**src/rtl/wash_pkg.sv**
```systemverilog
// ============================================================================
// Module   : wash_pkg
// Purpose  : State encoding and shared helpers for the wash cycle controller
//            and the front-panel display decoder.
// Revision : 1.0 - initial release
// ============================================================================
`default_nettype none

package wash_pkg;

  localparam int NUM_STATES = 10;
  localparam int c_STATE_W  = 4;

  localparam logic [c_STATE_W-1:0] c_ST_IDLE   = 4'd0;
  localparam logic [c_STATE_W-1:0] c_ST_FILL1  = 4'd1;
  localparam logic [c_STATE_W-1:0] c_ST_WASH   = 4'd2;
  localparam logic [c_STATE_W-1:0] c_ST_DRAIN1 = 4'd3;
  localparam logic [c_STATE_W-1:0] c_ST_FILL2  = 4'd4;
  localparam logic [c_STATE_W-1:0] c_ST_RINSE  = 4'd5;
  localparam logic [c_STATE_W-1:0] c_ST_DRAIN2 = 4'd6;
  localparam logic [c_STATE_W-1:0] c_ST_SPIN   = 4'd7;
  localparam logic [c_STATE_W-1:0] c_ST_DONE   = 4'd8;
  localparam logic [c_STATE_W-1:0] c_ST_FAULT  = 4'd9;

  // Active programme states are the contiguous block FILL1..SPIN.
  function automatic logic is_active(input logic [c_STATE_W-1:0] s);
    return (s >= c_ST_FILL1) && (s <= c_ST_SPIN);
  endfunction

  function automatic int max4(input int a, input int b, input int c, input int d);
    int m;
    m = a;
    if (b > m) m = b;
    if (c > m) m = c;
    if (d > m) m = d;
    return m;
  endfunction

endpackage

`default_nettype wire

```
**src/rtl/sec_timer.sv**
```systemverilog
// ============================================================================
// Module   : sec_timer
// Purpose  : Tick prescaler plus seconds counter used to time programme phases.
// Revision : 1.0 - initial release
// ============================================================================
`default_nettype none

module sec_timer #(
  parameter int TICKS_PER_SEC = 190,
  parameter int SECS_W        = 10
) (
  input  logic              clk190,
  input  logic              rst,
  input  logic              clr,
  input  logic              en,
  output logic              sec_tick,
  output logic [SECS_W-1:0] secs
);

  localparam int                 c_PRE_W  = (TICKS_PER_SEC > 1) ? $clog2(TICKS_PER_SEC) : 1;
  localparam logic [c_PRE_W-1:0] c_PRE_TC = c_PRE_W'(TICKS_PER_SEC - 1);

  logic [c_PRE_W-1:0] r_pre;
  logic [SECS_W-1:0]  r_secs;

  // sec_tick is exported so the controller can end a phase on the same edge
  // that completes its final second.
  assign sec_tick = en && (r_pre == c_PRE_TC);
  assign secs     = r_secs;

  always_ff @(posedge clk190 or posedge rst) begin
    if (rst) begin
      r_pre  <= '0;
      r_secs <= '0;
    end else if (clr) begin
      r_pre  <= '0;
      r_secs <= '0;
    end else if (en) begin
      if (sec_tick) begin
        r_pre <= '0;
        if (r_secs != '1) r_secs <= r_secs + SECS_W'(1);
      end else begin
        r_pre <= r_pre + c_PRE_W'(1);
      end
    end
  end

endmodule

`default_nettype wire

```
**src/rtl/wash_cycle_ctrl.sv**
```systemverilog
// ============================================================================
// Module   : wash_cycle_ctrl
// Purpose  : Washing machine programme sequencer (fill/wash/drain/rinse/spin).
// Revision : 1.0 - initial release
// ============================================================================
`default_nettype none

module wash_cycle_ctrl
  import wash_pkg::*;
#(
  parameter int TICKS_PER_SEC = 190,
  parameter int WASH_SEC      = 600,
  parameter int RINSE_SEC     = 300,
  parameter int SPIN_SEC      = 240,
  parameter int TIMEOUT_SEC   = 120
) (
  input  logic       clk190,
  input  logic       rst,
  input  logic       start_p,
  input  logic       pause_p,
  input  logic       door_closed,
  input  logic       water_full,
  input  logic       water_empty,
  output logic       fill_valve,
  output logic       drain_valve,
  output logic       motor_en,
  output logic       motor_fast,
  output logic       door_lock,
  output logic       paused,
  output logic       done,
  output logic       fault,
  output logic [3:0] state_o
);

  localparam int c_MAX_SEC = max4(WASH_SEC, RINSE_SEC, SPIN_SEC, TIMEOUT_SEC);
  localparam int c_SECS_W  = $clog2(c_MAX_SEC + 1);

  localparam logic [c_SECS_W-1:0] c_WASH_LAST  = c_SECS_W'(WASH_SEC - 1);
  localparam logic [c_SECS_W-1:0] c_RINSE_LAST = c_SECS_W'(RINSE_SEC - 1);
  localparam logic [c_SECS_W-1:0] c_SPIN_LAST  = c_SECS_W'(SPIN_SEC - 1);
  localparam logic [c_SECS_W-1:0] c_TOUT_LAST  = c_SECS_W'(TIMEOUT_SEC - 1);

  logic [c_STATE_W-1:0] r_state;
  logic [c_STATE_W-1:0] w_next;
  logic                 r_paused;
  logic                 w_paused_next;
  logic                 w_active;
  logic                 w_clr;
  logic                 w_sec_tick;
  logic [c_SECS_W-1:0]  w_secs;
  logic                 w_wash_end;
  logic                 w_rinse_end;
  logic                 w_spin_end;
  logic                 w_timeout;

  sec_timer #(
    .TICKS_PER_SEC (TICKS_PER_SEC),
    .SECS_W        (c_SECS_W)
  ) u_sec_timer (
    .clk190   (clk190),
    .rst      (rst),
    .clr      (w_clr),
    .en       (!r_paused),
    .sec_tick (w_sec_tick),
    .secs     (w_secs)
  );

  assign w_active    = is_active(r_state);
  assign w_clr       = (w_next != r_state);
  assign w_wash_end  = w_sec_tick && (w_secs == c_WASH_LAST);
  assign w_rinse_end = w_sec_tick && (w_secs == c_RINSE_LAST);
  assign w_spin_end  = w_sec_tick && (w_secs == c_SPIN_LAST);
  assign w_timeout   = w_sec_tick && (w_secs == c_TOUT_LAST);

  always_ff @(posedge clk190 or posedge rst) begin
    if (rst) begin
      r_state  <= c_ST_IDLE;
      r_paused <= 1'b0;
    end else begin
      r_state  <= w_next;
      r_paused <= w_paused_next;
    end
  end

  always_comb begin
    w_next        = r_state;
    w_paused_next = r_paused;
    case (r_state)
      c_ST_IDLE:   if (start_p && door_closed) w_next = c_ST_FILL1;
      c_ST_FILL1:  if (!r_paused) begin
                     if (water_full)     w_next = c_ST_WASH;
                     else if (w_timeout) w_next = c_ST_FAULT;
                   end
      c_ST_WASH:   if (!r_paused && w_wash_end) w_next = c_ST_DRAIN1;
      c_ST_DRAIN1: if (!r_paused) begin
                     if (water_empty)    w_next = c_ST_FILL2;
                     else if (w_timeout) w_next = c_ST_FAULT;
                   end
      c_ST_FILL2:  if (!r_paused) begin
                     if (water_full)     w_next = c_ST_RINSE;
                     else if (w_timeout) w_next = c_ST_FAULT;
                   end
      c_ST_RINSE:  if (!r_paused && w_rinse_end) w_next = c_ST_DRAIN2;
      c_ST_DRAIN2: if (!r_paused) begin
                     if (water_empty)    w_next = c_ST_SPIN;
                     else if (w_timeout) w_next = c_ST_FAULT;
                   end
      c_ST_SPIN:   if (!r_paused && w_spin_end) w_next = c_ST_DONE;
      c_ST_DONE:   if (start_p || !door_closed) w_next = c_ST_IDLE;
      c_ST_FAULT:  w_next = c_ST_FAULT;
      default:     w_next = c_ST_FAULT;
    endcase

    // An open door overrides every other transition, paused or not.
    if (w_active && !door_closed) w_next = c_ST_FAULT;

    if (!is_active(w_next))         w_paused_next = 1'b0;
    else if (w_active && pause_p)   w_paused_next = !r_paused;
  end

  always_comb begin
    fill_valve  = 1'b0;
    drain_valve = 1'b0;
    motor_en    = 1'b0;
    motor_fast  = 1'b0;
    if (!r_paused) begin
      case (r_state)
        c_ST_FILL1, c_ST_FILL2:   fill_valve  = 1'b1;
        c_ST_DRAIN1, c_ST_DRAIN2: drain_valve = 1'b1;
        c_ST_WASH, c_ST_RINSE:    motor_en    = 1'b1;
        c_ST_SPIN: begin
          drain_valve = 1'b1;
          motor_en    = 1'b1;
          motor_fast  = 1'b1;
        end
        default: ;
      endcase
    end
    door_lock = w_active;
    done      = (r_state == c_ST_DONE);
    fault     = (r_state == c_ST_FAULT);
    paused    = r_paused;
    state_o   = r_state;
  end

endmodule

`default_nettype wire

```
**config.mk**
```make
export PLATFORM = sky130hd
export DESIGN_NAME = wash_cycle_ctrl
export DESIGN_NICKNAME = d
export VERILOG_FILES = /design/src/rtl/wash_pkg.sv /design/src/rtl/sec_timer.sv /design/src/rtl/wash_cycle_ctrl.sv
export SDC_FILE = /design/constraint.sdc
export NUM_CORES = 1
export LEC_CHECK = 0
export ABC_AREA = 0
export CAP_MARGIN = 20
export CORE_UTILIZATION = 55
export DETAILED_ROUTE_END_ITERATION = 10
export PLACE_DENSITY = 0.9
export SLEW_MARGIN = 20
export SYNTH_ARGS = -nofsm -noshare
export SYNTH_HDL_FRONTEND = slang
export SYNTH_HIERARCHICAL = 1
export SYNTH_SLANG_ARGS = --single-unit
```
**constraint.sdc**
```tcl
create_clock -name clk190 -period 5.6 [get_ports clk190]
set_input_delay 1.12 -clock clk190 [delete_from_list [all_inputs] [get_ports clk190]]
set_output_delay 1.12 -clock clk190 [all_outputs]
set_load 0.02 [all_outputs]
```
==> reports/metrics.yaml, run 1 <==
antenna_found_initial: 0
synthTopCellsByArea: "dfrtp_1, a21oi_1, nor3_1, xnor2_1, nor2_1"
totalWireLength_um: 3930
n_fill_cell: 269
numCtsBuffers: 3
fp.coreArea_mm2: 0.00310
end_kind: "register"
clockBufferDepth: 2
avgSynthCellArea_um2: 8.89
synthesis.area_mm2: 0.00181
num_antenna_cells: 0
cts_root_buf: "clkbuf_4"
cts_tree: "built"
grt_pass1_vias: 1462
final_nets: 225
cts-htree-levels: 1
final_core_util: 0.638
worst_pin_slew_ns: 1.04
synthDominantCellAreaShare: 0.317
async_flop_share: 1.00
grt_use_total: 0.242
start_util: 0.585
drv_slew: 0
crit_arrival_ns: 4.58
clk_latency_ns: 0.32
crit_fanout: 21
hold_buffers: 0
drc: 0
area_growth_pct: 9.17
synth_most_common_cell: "dfrtp_1"
synthTopCellsByCount: "dfrtp_1, a21oi_1, nor2_1"
setup_tns_ns: 0
crit_required_ns: 5.79
min_path_type: "reg -> reg"
hold_viol_final: 0
fin_worst_skew_ns: 0.00579
total_power_uw: 359
rows: 20
gp_congestion: 0.867
setup_viol: 0
yosys.area.top_type: "dfrtp_1"
grt_pass1_wl_um: 6440
max-cap-violations: 0
postCtsSetupBuffers: 0
ys_warn_count: 6
path_buf_inv: 2
cp_top_family: "simple AND/OR/NAND/NOR gates"
die_y_um: 59.4
ir_drop_mv: 0.264
synth.net_count: 214
cts_repair_resize_count: 0
outcome: "finished, final reports clean"
wire_per_inst_um: 15.2
vias: 1611
drive_gt1_frac: 0.121
die_w_um: 59.4
crit_chain: "inv_1, and4b_4, nand2_2, inv_1, and3_1, nand4_1, or4_2, nand4_1, or3_1, o2111ai_1, nor3_1, xnor2_1, nor3_1"
ys_ff_latch: 23
final_antenna_net_count: 0
max_freq_mhz: 227
start_kind: "register"
syn-instance-count: 204
crit_path_max_incr_delay_ns: 0.71
io_buffers: 18
slew-limit-headroom: 0.306
avgViaCountPerCell: 6.24
grt-ovfl-total: 0
drt_iter0_markers: 126
cts_sinks: 23
clkTransAtPathRegs_ns: 0.12
grt_setup_unrepaired: "no"
min_period_ns: 4.40
synth-seq-area-share: 0.317
dp_hpwl_um: 2840
p_per_area_mw_per_mm2: 181
crit_path_top_delay_cell: "or4_2"
fin_ws_ns: 1.20
grt_max_degree: 22
ys.flop_type: "dfrtp_1"
die_area_mm2: 0.00353
worstSetupPathType: "reg -> reg"
finalCritPeriodShare: 0.785
synth-edff-count: 0
ioPinCount: 19
power_leakage_nw: 0.771
dr.pass1.iters: 4
yosys.cell_types.count: 60
dp_slack_ns: 1.28
[registers in the layout, indices dropped and copies added, names as in the netlist]
register           count
u_sec_timer/secs      10
u_sec_timer/r_pre      8
state_o                4
paused                 1
[final cells by class]
class | count | area, µm² | share of cell area
clock buffer | 3 | 22.5 | 0.0114
clock inverter | 1 | 5.00 | 0.00253
inverter | 6 | 22.5 | 0.0114
multi-input combinational | 163 | 1120 | 0.565
sequential | 23 | 576 | 0.291
tap | 44 | 55.1 | 0.0278
timing repair buffer | 18 | 180 | 0.0910
[per-layer routing]
| metal | track usage | vias up | share of wire |
|---|---|---|---|
| li1 | - | 796 | - |
| met1 | 0.306 | 738 | 0.45 |
| met2 | 0.409 | 64 | 0.47 |
| met3 | 0.0153 | 13 | 0.044 |
| met4 | 0.139 | 0 | 0.036 |
| met5 | 0 | - | 0 |
[through the flow]
step | instances | hold WS, ns | cell area (µm²)
3_3_place_gp | 254 | 0.563 | 1950
6_report | 258 | 0.576 | 1980
3_5_place_dp | 254 | 0.566 | 1950
2_1_floorplan | 204 | 0.524 | 1810
4_1_cts | 258 | 0.583 | 1980
5_1_grt | 258 | 0.592 | 1980
[worst min-delay path, stage by stage, from the launching register on]
cell and delay (ns):
dfrtp_1 0.40, xnor2_1 0.12, nor3_1 0.04
[cells in the final DEF, fill, tap and decap left out, types with 7 or more instances in the layout]
master / n
nand2_1: 11
nand3_1: 8
nor2_1: 13
o21ai_0: 8
dfrtp_1: 23
nand4_1: 7
nor3_1: 11
a21oi_1: 13
clkdlybuf4s50_1: 18
[logic make-up (layout without fill, tap and decap cells)]
family | count (synthesis) | count (layout) | share of synthesized area
simple gates | 105 | 105 | 0.374
compound gates | 43 | 43 | 0.161
flops | 23 | 23 | 0.317
buf+inv | 18 | 28 | 0.0655
xor+xnor | 9 | 9 | 0.0435
fa+ha+maj | 3 | 3 | 0.0207
mux | 3 | 3 | 0.0179
[power breakdown]
group	internal [mW]	switching, mW
registers	0.190	0.0285
clock network	0.0268	0.0496
logic	0.0335	0.0311
total	0.250	0.109
[final timing paths]
kind                       slack, ns  cells after the start            startpoint              endpoint
max                             1.20                     13                paused  u_sec_timer/r_pre[7]
min                             0.58                      2  u_sec_timer/r_pre[7]  u_sec_timer/r_pre[7]
max reg2reg                     1.20                     13                paused  u_sec_timer/r_pre[7]
min reg2reg                     0.58                      2  u_sec_timer/r_pre[7]  u_sec_timer/r_pre[7]
max in group asynchronous       3.95                      2                   rst   u_sec_timer/secs[4]
min in group asynchronous       1.01                      2                   rst            state_o[0]
(Power assumes the default switching activity.)
==> run 2, diff against run 1 <==
Settings changed: CORE_UTILIZATION 55 to 51, PLACE_DENSITY 0.9 to 0.88.
Clock period 5.6 ns to 4 ns, I/O delays scaled along.
==> run 2 against run 1 <==
  * Worst setup slack lost 0.81 ns
  * Power grew 40%
  * Hold slack gained 0.033 ns
  * Clock-buffer cell count is the same
  * Critical path type unchanged
  * Critical endpoint is now u_sec_timer/r_pre[4]
==> reports/metrics.yaml, run 2 (synthesis results as in run 1) <==
grt-ovfl-total: 0  # unchanged
drv_slew: 0  # unchanged
rows: 21  # +5.0%
n_fill_cell: 322  # +20%
start_kind: "register"
crit_arrival_ns: 3.84  # -0.74 ns
final_antenna_net_count: 0  # unchanged
drive_gt1_frac: 0.146  # +0.0246
dr.pass1.iters: 4  # unchanged
grt_max_degree: 22  # unchanged
num_antenna_cells: 0  # unchanged
grt_pass1_vias: 1496  # +2.3%
drc: 0  # unchanged
final_common_cell: "dfrtp_1"
cts-htree-levels: 1  # unchanged
start_util: 0.539  # -0.0452
met3WireLength_um: 219  # +26%
grt_pass1_wl_um: 6710  # +4.2%
io_buffers: 18  # unchanged
p_per_area_mw_per_mm2: 249  # +37%
worstSetupPathType: "reg -> reg"
rrSetupSlack_ns: 0.39  # -0.81 ns
cts_repair_resize_count: 0  # unchanged
cts_tree: "built"
antenna_found_initial: 0  # unchanged
avgViaCountPerCell: 6.22  # -0.35%
drt_iter0_markers: 226  # +79%
crit_required_ns: 4.23  # -1.56 ns
setup_viol: 0  # unchanged
numCtsBuffers: 3  # unchanged
ir_drop_mv: 0.242  # -8.5%
grt_use_total: 0.236  # -0.00669
outcome: "finished, final reports clean"
clockBufferDepth: 2  # unchanged
die_w_um: 61.6  # +3.7%
hold_buffers: 0  # unchanged
setup_tns_ns: 0  # unchanged
vias: 1649  # +2.4%
final_core_util: 0.602  # -0.0360
seqCellArea_um2: 576  # unchanged
placed_cells: 261  # +2.8%
fin_worst_skew_ns: 0.00388  # -0.00191 ns
postCtsSetupBuffers: 0  # unchanged
met1_length_um: 1740  # -1.6%
min_period_ns: 3.61  # -0.789 ns
dp_hpwl_um: 2950  # +3.8%
finalCritPeriodShare: 0.902  # +0.117
max_freq_mhz: 277  # +22%
die_y_um: 61.6  # +3.7%
max-cap-violations: 0  # unchanged
stdcell_count: 265  # +2.7%
grt_setup_unrepaired: "no"
clk_latency_ns: 0.31  # about the same
clkTransAtPathRegs_ns: 0.12  # about the same
area_growth_pct: 11.7
final_nets: 230  # +2.2%
fp.coreArea_mm2: 0.00336  # +8.4%
cts_sinks: 23  # unchanged
gp_congestion: 0.880  # +1.4%
ioPinCount: 19  # unchanged
min_path_type: "reg -> reg"
crit_fanout: 11  # -48%
die_area_mm2: 0.00380  # +7.6%
totalWireLength_um: 4060  # +3.3%
fin_area_mm2: 0.00203  # +2.3%
end_kind: "register"
final_cell_mix: "dfrtp_1, clkdlybuf4s50_1, a21oi_1, nor2_1"
multi_input_area_mm2: 0.00112  # +0.45%
dr.max_layer_used: "met4"
cts_root_buf: "clkbuf_4"
largest_register_ffs: 10  # unchanged
placed_cell_area_mm2: 0.00199  # +2.1%
hold_viol_final: 0  # unchanged
power_leakage_nw: 0.797  # +3.4%
route.met2.wl_um: 2090  # +13%
wire_per_inst_um: 15.3  # +0.55%
slew-limit-headroom: 0.519  # +0.213
worst_pin_slew_ns: 0.721  # -0.318 ns
## run 2: changes by cell type in the layout (fill, tap and decap cells not counted), sizes merged
| cell | before | now |
|---|---|---|
| buf | 0 | 5 |
## run 2: worst max-delay path: stages, from the launching register on
cell     delay [ns]
dfrtp_1        0.45
inv_1          0.08
ha_1           0.13
and4b_4        0.25
nand2_2        0.13
inv_1          0.10
and3_1         0.30
a41oi_2        0.17
o32ai_1        0.43
nor4_4         0.10
xnor2_1        0.13
or3_1          0.47
o21ai_0        0.42
nor2_1         0.11
xnor2_1        0.15
nor3_1         0.12
## run 2: per-stage QoR
step,hold WS (ns),worst slack [ns],power (mW)
floorplan,0.524,0.460,0.370
global placement,0.545,0.575,0.394
detailed placement,0.591,0.443,0.401
CTS,0.608,0.395,0.509
global route,0.636,0.156,0.533
finish,0.608,0.393,0.505
## run 2: layout make-up
| cell class | instances | area share |
|---|---|---|
| Inverter | 6 | 0.0111 |
| Clock buffer | 3 | 0.0111 |
| Multi-Input combinational cell | 163 | 0.555 |
| Clock inverter | 1 | 0.00247 |
| Timing Repair Buffer | 23 | 0.107 |
| Sequential cell | 23 | 0.284 |
| Tap cell | 46 | 0.0284 |
## run 2: where the power goes
group          internal [mW]  total, mW  switching, mW
logic                 0.0469     0.0920         0.0450
registers              0.265      0.307         0.0418
clock network         0.0373      0.105         0.0680
total                  0.350      0.505          0.155
## run 2: layer usage
layer	vias to the layer above	GRT usage
met5	-	0
met4	0	0.0698
met3	2	0.0294
met2	58	0.410
met1	782	0.306
li1	807	-
## run 2: worst paths after layout
| kind | endpoint | depth (start not counted) | from |
|---|---|---|---|
| worst max-delay path | u_sec_timer/r_pre[4] | 15 | u_sec_timer/r_pre[1] |
| worst min register to register | u_sec_timer/r_pre[6] | 2 | u_sec_timer/r_pre[6] |
| worst max register to register | u_sec_timer/r_pre[4] | 15 | u_sec_timer/r_pre[1] |
| min in group asynchronous | paused | 2 | rst |
| max in group asynchronous | u_sec_timer/r_pre[7] | 2 | rst |
| worst min-delay path | u_sec_timer/r_pre[6] | 2 | u_sec_timer/r_pre[6] |
==> run 3, diff against run 2 <==
Settings changed: ABC_CLOCK_PERIOD_IN_PS set to 4000.
==> results of run 3 <==
No change in the layout: final DEF, timing and power equal those of run 2.
